### src/rtl/eth_tx_queue_arbiter.sv
// eth_tx_queue_arbiter: packet-granular scheduler of NUM_Q cmd/data FIFO pairs onto one GMII TX cmd/data interface
// Ports: i_clk, i_reset (async, active-high); per-queue i_q_cmd_empty/o_q_cmd_rd/i_q_cmd_data (72b each),
//   i_q_data_empty/o_q_data_rd/i_q_data_data (9b each); downstream i_cmd_fifo_rd/o_cmd_fifo_data_out/o_cmd_fifo_empty,
//   i_data_fifo_rd/o_data_fifo_data_out/o_data_fifo_empty; o_grant_q current grant; o_drop_pulse one pulse per drop.
// Build option: ETH_TX_ARB_STRICT_PRIO_EN selects strict priority (queue 0 highest) instead of round-robin.
module eth_tx_queue_arbiter #(
  parameter int          NUM_Q   = 4,
  parameter logic [13:0] LEN_MIN = 14'd60
) (
  input  logic                i_clk,
  input  logic                i_reset,
  input  logic [NUM_Q-1:0]    i_q_cmd_empty,
  output logic [NUM_Q-1:0]    o_q_cmd_rd,
  input  logic [72*NUM_Q-1:0] i_q_cmd_data,
  input  logic [NUM_Q-1:0]    i_q_data_empty,
  output logic [NUM_Q-1:0]    o_q_data_rd,
  input  logic [9*NUM_Q-1:0]  i_q_data_data,
  input  logic                i_cmd_fifo_rd,
  output logic [71:0]         o_cmd_fifo_data_out,
  output logic                o_cmd_fifo_empty,
  input  logic                i_data_fifo_rd,
  output logic [8:0]          o_data_fifo_data_out,
  output logic                o_data_fifo_empty,
  output logic [2:0]          o_grant_q,
  output logic                o_drop_pulse
);
  typedef enum logic [2:0] {ARB_IDLE, ARB_OFFER, ARB_LATCH1, ARB_LATCH2, ARB_BUSY, ARB_DRAIN, ARB_RELEASE} state_t;
  state_t      r_st, w_nst;
  logic [2:0]  r_grant, r_rr, w_pick, w_rr_nxt;
  logic [13:0] r_len, r_cnt, w_len;
  logic        w_ce, w_de, w_any, w_inv, w_done, w_cmd_rd, w_fwd, w_drain, w_data_rd;
  logic [71:0] w_cd;
  logic [8:0]  w_dd;
  always_comb begin
    w_ce = 1'b1;
    w_de = 1'b1;
    w_cd = '0;
    w_dd = '0;
    for (int i = 0; i < NUM_Q; i++) begin
      if (r_grant == 3'(i)) begin
        w_ce = i_q_cmd_empty[i];
        w_de = i_q_data_empty[i];
        w_cd = i_q_cmd_data[72*i +: 72];
        w_dd = i_q_data_data[9*i +: 9];
      end
    end
  end
  // Lowest non-empty queue overall, overridden by the lowest non-empty at or above r_rr: a wrapping search.
  // With r_rr pinned at 0 this degenerates to strict priority.
  always_comb begin
    w_pick = r_grant;
    for (int i = NUM_Q-1; i >= 0; i--) if (!i_q_cmd_empty[i]) w_pick = 3'(i);
    for (int i = NUM_Q-1; i >= 0; i--) if (!i_q_cmd_empty[i] && 3'(i) >= r_rr) w_pick = 3'(i);
  end
`ifdef ETH_TX_ARB_STRICT_PRIO_EN
  assign w_rr_nxt = 3'd0;
`else
  assign w_rr_nxt = (r_grant == 3'(NUM_Q-1)) ? 3'd0 : r_grant + 3'd1;
`endif
  assign w_any     = ~&i_q_cmd_empty;
  assign w_len     = w_cd[13:0];
  assign w_inv     = w_cd[53] | w_cd[52] | (w_len < LEN_MIN);
  assign w_done    = r_cnt == r_len;
  assign w_cmd_rd  = (r_st == ARB_OFFER) & i_cmd_fifo_rd & ~w_ce;
  assign w_fwd     = (r_st == ARB_BUSY) & i_data_fifo_rd & ~w_de & ~w_done;
  assign w_drain   = (r_st == ARB_DRAIN) & ~w_de & ~w_done;
  assign w_data_rd = w_fwd | w_drain;
  always_comb begin
    o_q_cmd_rd  = '0;
    o_q_data_rd = '0;
    for (int i = 0; i < NUM_Q; i++) begin
      o_q_cmd_rd[i]  = w_cmd_rd & (r_grant == 3'(i));
      o_q_data_rd[i] = w_data_rd & (r_grant == 3'(i));
    end
  end
  assign o_cmd_fifo_data_out  = w_cd;
  assign o_cmd_fifo_empty     = (r_st == ARB_OFFER) ? w_ce : 1'b1;
  assign o_data_fifo_data_out = w_dd;
  assign o_data_fifo_empty    = (r_st == ARB_BUSY && !w_done) ? w_de : 1'b1;
  assign o_grant_q            = r_grant;
  assign o_drop_pulse         = (r_st == ARB_LATCH2) & w_inv;
  always_comb begin
    w_nst = r_st;
    case (r_st)
      ARB_IDLE:            w_nst = w_any ? ARB_OFFER : ARB_IDLE;
      ARB_OFFER:           w_nst = w_cmd_rd ? ARB_LATCH1 : ARB_OFFER;
      ARB_LATCH1:          w_nst = ARB_LATCH2;
      ARB_LATCH2:          w_nst = !w_inv ? ARB_BUSY : (w_len == 14'd0) ? ARB_RELEASE : ARB_DRAIN;
      ARB_BUSY, ARB_DRAIN: w_nst = w_done ? ARB_RELEASE : r_st;
      ARB_RELEASE:         w_nst = ARB_IDLE;
      default:             w_nst = ARB_IDLE;
    endcase
  end
  always_ff @(posedge i_clk or posedge i_reset) begin
    if (i_reset) begin
      r_st    <= ARB_IDLE;
      r_grant <= '0;
      r_rr    <= '0;
      r_len   <= '0;
      r_cnt   <= '0;
    end else begin
      r_st <= w_nst;
      if (r_st == ARB_IDLE) r_grant <= w_pick;
      if (r_st == ARB_LATCH2) r_len <= w_len;
      if (r_st == ARB_RELEASE) r_rr <= w_rr_nxt;
      r_cnt <= (r_st == ARB_RELEASE) ? 14'd0 : r_cnt + 14'(w_data_rd);
    end
  end
endmodule

### config.mk
export PLATFORM = sky130hd
export DESIGN_NAME = eth_tx_queue_arbiter
export DESIGN_NICKNAME = d
export VERILOG_FILES = /design/src/rtl/eth_tx_queue_arbiter.sv
export SDC_FILE = /design/constraint.sdc
export NUM_CORES = 1
export LEC_CHECK = 0
export ABC_CLOCK_PERIOD_IN_PS = 2950
export CAP_MARGIN = 0
export CORE_AREA = 2 2 166 168
export CTS_CLUSTER_DIAMETER = 40
export DETAILED_ROUTE_END_ITERATION = 7
export DIE_AREA = 0 0 168 170
export DONT_BUFFER_PORTS = 1
export PLACE_DENSITY = 0.3
export SLEW_MARGIN = 25
export SYNTH_ARGS = -nofsm -noshare
export SYNTH_HDL_FRONTEND = slang
export SYNTH_SLANG_ARGS = --single-unit
### constraint.sdc
create_clock -name i_clk -period 2.95 [get_ports i_clk]
set_clock_uncertainty 0.2 [all_clocks]
set_input_delay 0.295 -clock i_clk [delete_from_list [all_inputs] [get_ports i_clk]]
set_output_delay 0.295 -clock i_clk [all_outputs]
set_load 0.01 [all_outputs]
==> results by group <==
Global routing
  – Largest net degree at the start of global routing: 83
  – First-pass GRT wire length: 36.4 mm
  – Vias in the first global route: 5485
  – Initial antenna violation count: 1
  – Tot GR Track Use: 0.170
  – Grt total ovfl: 0

Finish
  – Area delta synth->final: 34.9%
  – Final Util: 0.232
  – Non-Filler Instances: 1128
  – Final Net Count: 1127
  – Fraction of layout cells with a size suffix above 1: 0.234

Clocking
  – Root Driver: clkbuf_16
  – CTS clk-pin slew, worst paths: 0.06 ns
  – Clock sinks: 35
  – Clock Latency Late Sink: 0.28 ns
  – Clk buf depth: 2
  – CTS tree: yes
  – H-tree depth: 2
  – CTS Buf Count: 5

Floorplan
  – Starting Density: 0.172
  – Die H: 170 um
  – Cell Rows: 60
  – Die width: 168 um
  – Die Footprint: 28600 um^2
  – Placeable Area: 26700 um^2
  – IO Pins: 431

STA
  – Setup TNS: 0 ns
  – Min cycle time layout: 2.93 ns
  – Fmax: 0.341 GHz
  – Slew Viols, Final: 0
  – Slew margin rel.: 0.648
  – Final period utilization: 0.994
  – Hold Violations, Final: 0
  – RSZ-0062 raised after global routing: yes
  – Least-Margin Pin Slew: 0.527 ns
  – Final setup viols: 0

Worst setup path
  – CP Launch Type: flip-flop
  – FF-to-FF path depth: 12
  – Reg2reg start: o_grant_q[0]
  – Crit Path Max Fanout: 10
  – Setup CP Type: reg -> out
  – Worst Setup SP: o_grant_q[0]
  – R2R setup slack: 0.12 ns
  – R2r endpoint: r_st[0]
  – Setup crit end kind: output port
  – CP arrival: 2.44 ns
  – CP Data Required Time: 2.46 ns

Routing
  – DR vias: 5498
  – Routed Antenna Nets: 0
  – Initial DRC Count: 299
  – DRC: 0
  – Via density: 4.87
  – First-pass DRT Iterations: 4
  – Final wirelength: 26.3 mm
  – Routed len/inst: 23.3 um

Hold path
  – HP Class: in -> reg
  – Hold Path Cell Cnt: 2
  – Worst Hold Launch: i_q_cmd_empty[1]
  – Hold Crit Endpoint: o_grant_q[0]

Pwr
  – P per Cell Area: 1250 nW/um^2
  – P_leak: 2.71 nW
  – Overall power: 7.74 mW
  – Max VDD drop: 292 uV

Synth
  – Syn avg cell area: 6.23 um^2
  – Number of synthesized register bits: 35
  – EDFF count, synth: 0
  – Seq/Total Area, Yosys: 0.191
  – Mapped Nets: 1078
  – Synth cell types: 48
  – Most used flip-flop cell after synthesis: dfrtp_1
  – Async SR Flop Fraction: 1.00
  – Mapped Cells: 736
  – Synthesized area: 4580 um^2
  – Yosys warns: 0

Outcome
  – Status: completed

Place
  – Cell count after placement: 1102
  – PortBufs: 0
  – Routability cong.: 0.836
  – DPL Wire Length: 20.5 mm

Run
  – Max_cap viols: 0
timing repair:
item / 4_1_cts / 5_1_grt
gates resized for setup: 29 / 36
cloned: 3 / 1
buffers inserted: 7 / 5
hold buffers: 1 / 0
hold endpoints to repair: 35 / 0
setup endpoints to repair: 50 / 50
pin swaps: 3 / 10
cells in the mapped netlist, drive strengths merged, types with 2 or more instances:
cell | number | area (um^2)
nor3 | 3 | 15.0
nor2b | 2 | 12.5
o21a | 2 | 15.0
buf | 21 | 136
nand2b | 2 | 20.0
or2 | 9 | 56.3
nor4 | 9 | 71.3
o21ai | 85 | 425
a31oi | 14 | 93.8
a32o | 2 | 20.0
nand2 | 90 | 338
nand4 | 5 | 31.3
a21oi | 131 | 656
ha | 6 | 75.1
o22ai | 20 | 131
a211o | 8 | 70.1
inv | 25 | 93.8
clkbuf | 48 | 180
nor2 | 90 | 338
nand3 | 14 | 70.1
mux2 | 7 | 78.8
a22oi | 2 | 15.0
and3 | 65 | 407
xor2 | 21 | 184
dfrtp | 35 | 876
a221o | 3 | 30.0
xnor2 | 4 | 35.0
mux2i | 2 | 20.0
cells in the final DEF, fill, tap and decap left out, drive strengths merged, types with 6 or more instances in the layout:
cell    count
a21oi     131
buf       105
nand2      90
nor2       90
o21ai      85
and3       65
dfrtp      35
inv        25
xor2       21
o22ai      20
nand3      14
a31oi      14
or2         9
nor4        9
a211o       8
mux2        7
clkbuf      7
ha          6
final cells by class:
class | instances | area, um^2
Fill cell | 3031 | 20500
Antenna cell | 1 | 2.50
Clock buffer | 6 | 129
Tap cell | 341 | 427
Multi-Input combinational cell | 608 | 3630
Timing Repair Buffer | 110 | 996
Clock inverter | 2 | 12.5
Inverter | 25 | 110
Sequential cell | 35 | 877
metal layers:
metal	GRT usage	vias up	routed length, um
met5	0	-	0
met1	0.210	2534	10900
met4	0.0352	0	428
met2	0.304	234	13300
li1	-	2708	-
met3	0.0347	22	1640
logic make-up after synthesis:
family,count (synthesis),share of synthesized area
AO/OA/AOI/OAI,276,0.335
XOR/XNOR,25,0.0478
adder cells (fa/ha/maj),6,0.0164
buffers and inverters,94,0.0895
flip-flops,35,0.191
multiplexers,9,0.0216
other,1,0.000818
AND/OR/NAND/NOR,290,0.298
per-stage QoR:
stage	instance area, um^2	setup slack (ns)	hold WS, ns
floorplan	4630	0.00413	0.249
global placement	5520	-0.0181	0.140
detailed placement	5520	-0.0512	0.136
CTS	5980	-0.0344	0.0691
global route	6180	-0.103	0.0853
finish	6180	0.0179	0.0649
how the worst max path moves through the flow:
| stage | end |
|---|---|
| 2_1_floorplan | r_cnt[6] |
| 3_3_place_gp | o_data_fifo_data_out[4] |
| 3_5_place_dp | o_data_fifo_data_out[4] |
| 4_1_cts | o_drop_pulse |
| 5_1_grt | o_drop_pulse |
| 6_report | o_drop_pulse |
where the power goes:
group          internal (mW)  total, mW  switching, mW
registers              0.655      0.849          0.194
clock network          0.312      0.515          0.203
logic                   2.68       6.38           3.70
total                   3.64       7.74           4.10
registers in the layout (all words and copies together) (netlist names):
| signal | flops |
|---|---|
| r_rr | 2 |
| r_st | 3 |
| r_len | 14 |
| r_cnt | 14 |
| o_grant_q | 2 |
critical path, cell delays in order, from the launching register on:
cell      delay (ns)
dfrtp_2         0.44
buf_6           0.14
ha_4            0.16
buf_8           0.14
nand2b_4        0.19
buf_4           0.17
o22ai_2         0.15
o22ai_2         0.14
nor4_4          0.29
a21o_1          0.19
buf_4           0.13
Note: power is estimated with default switching activity, not from simulation.
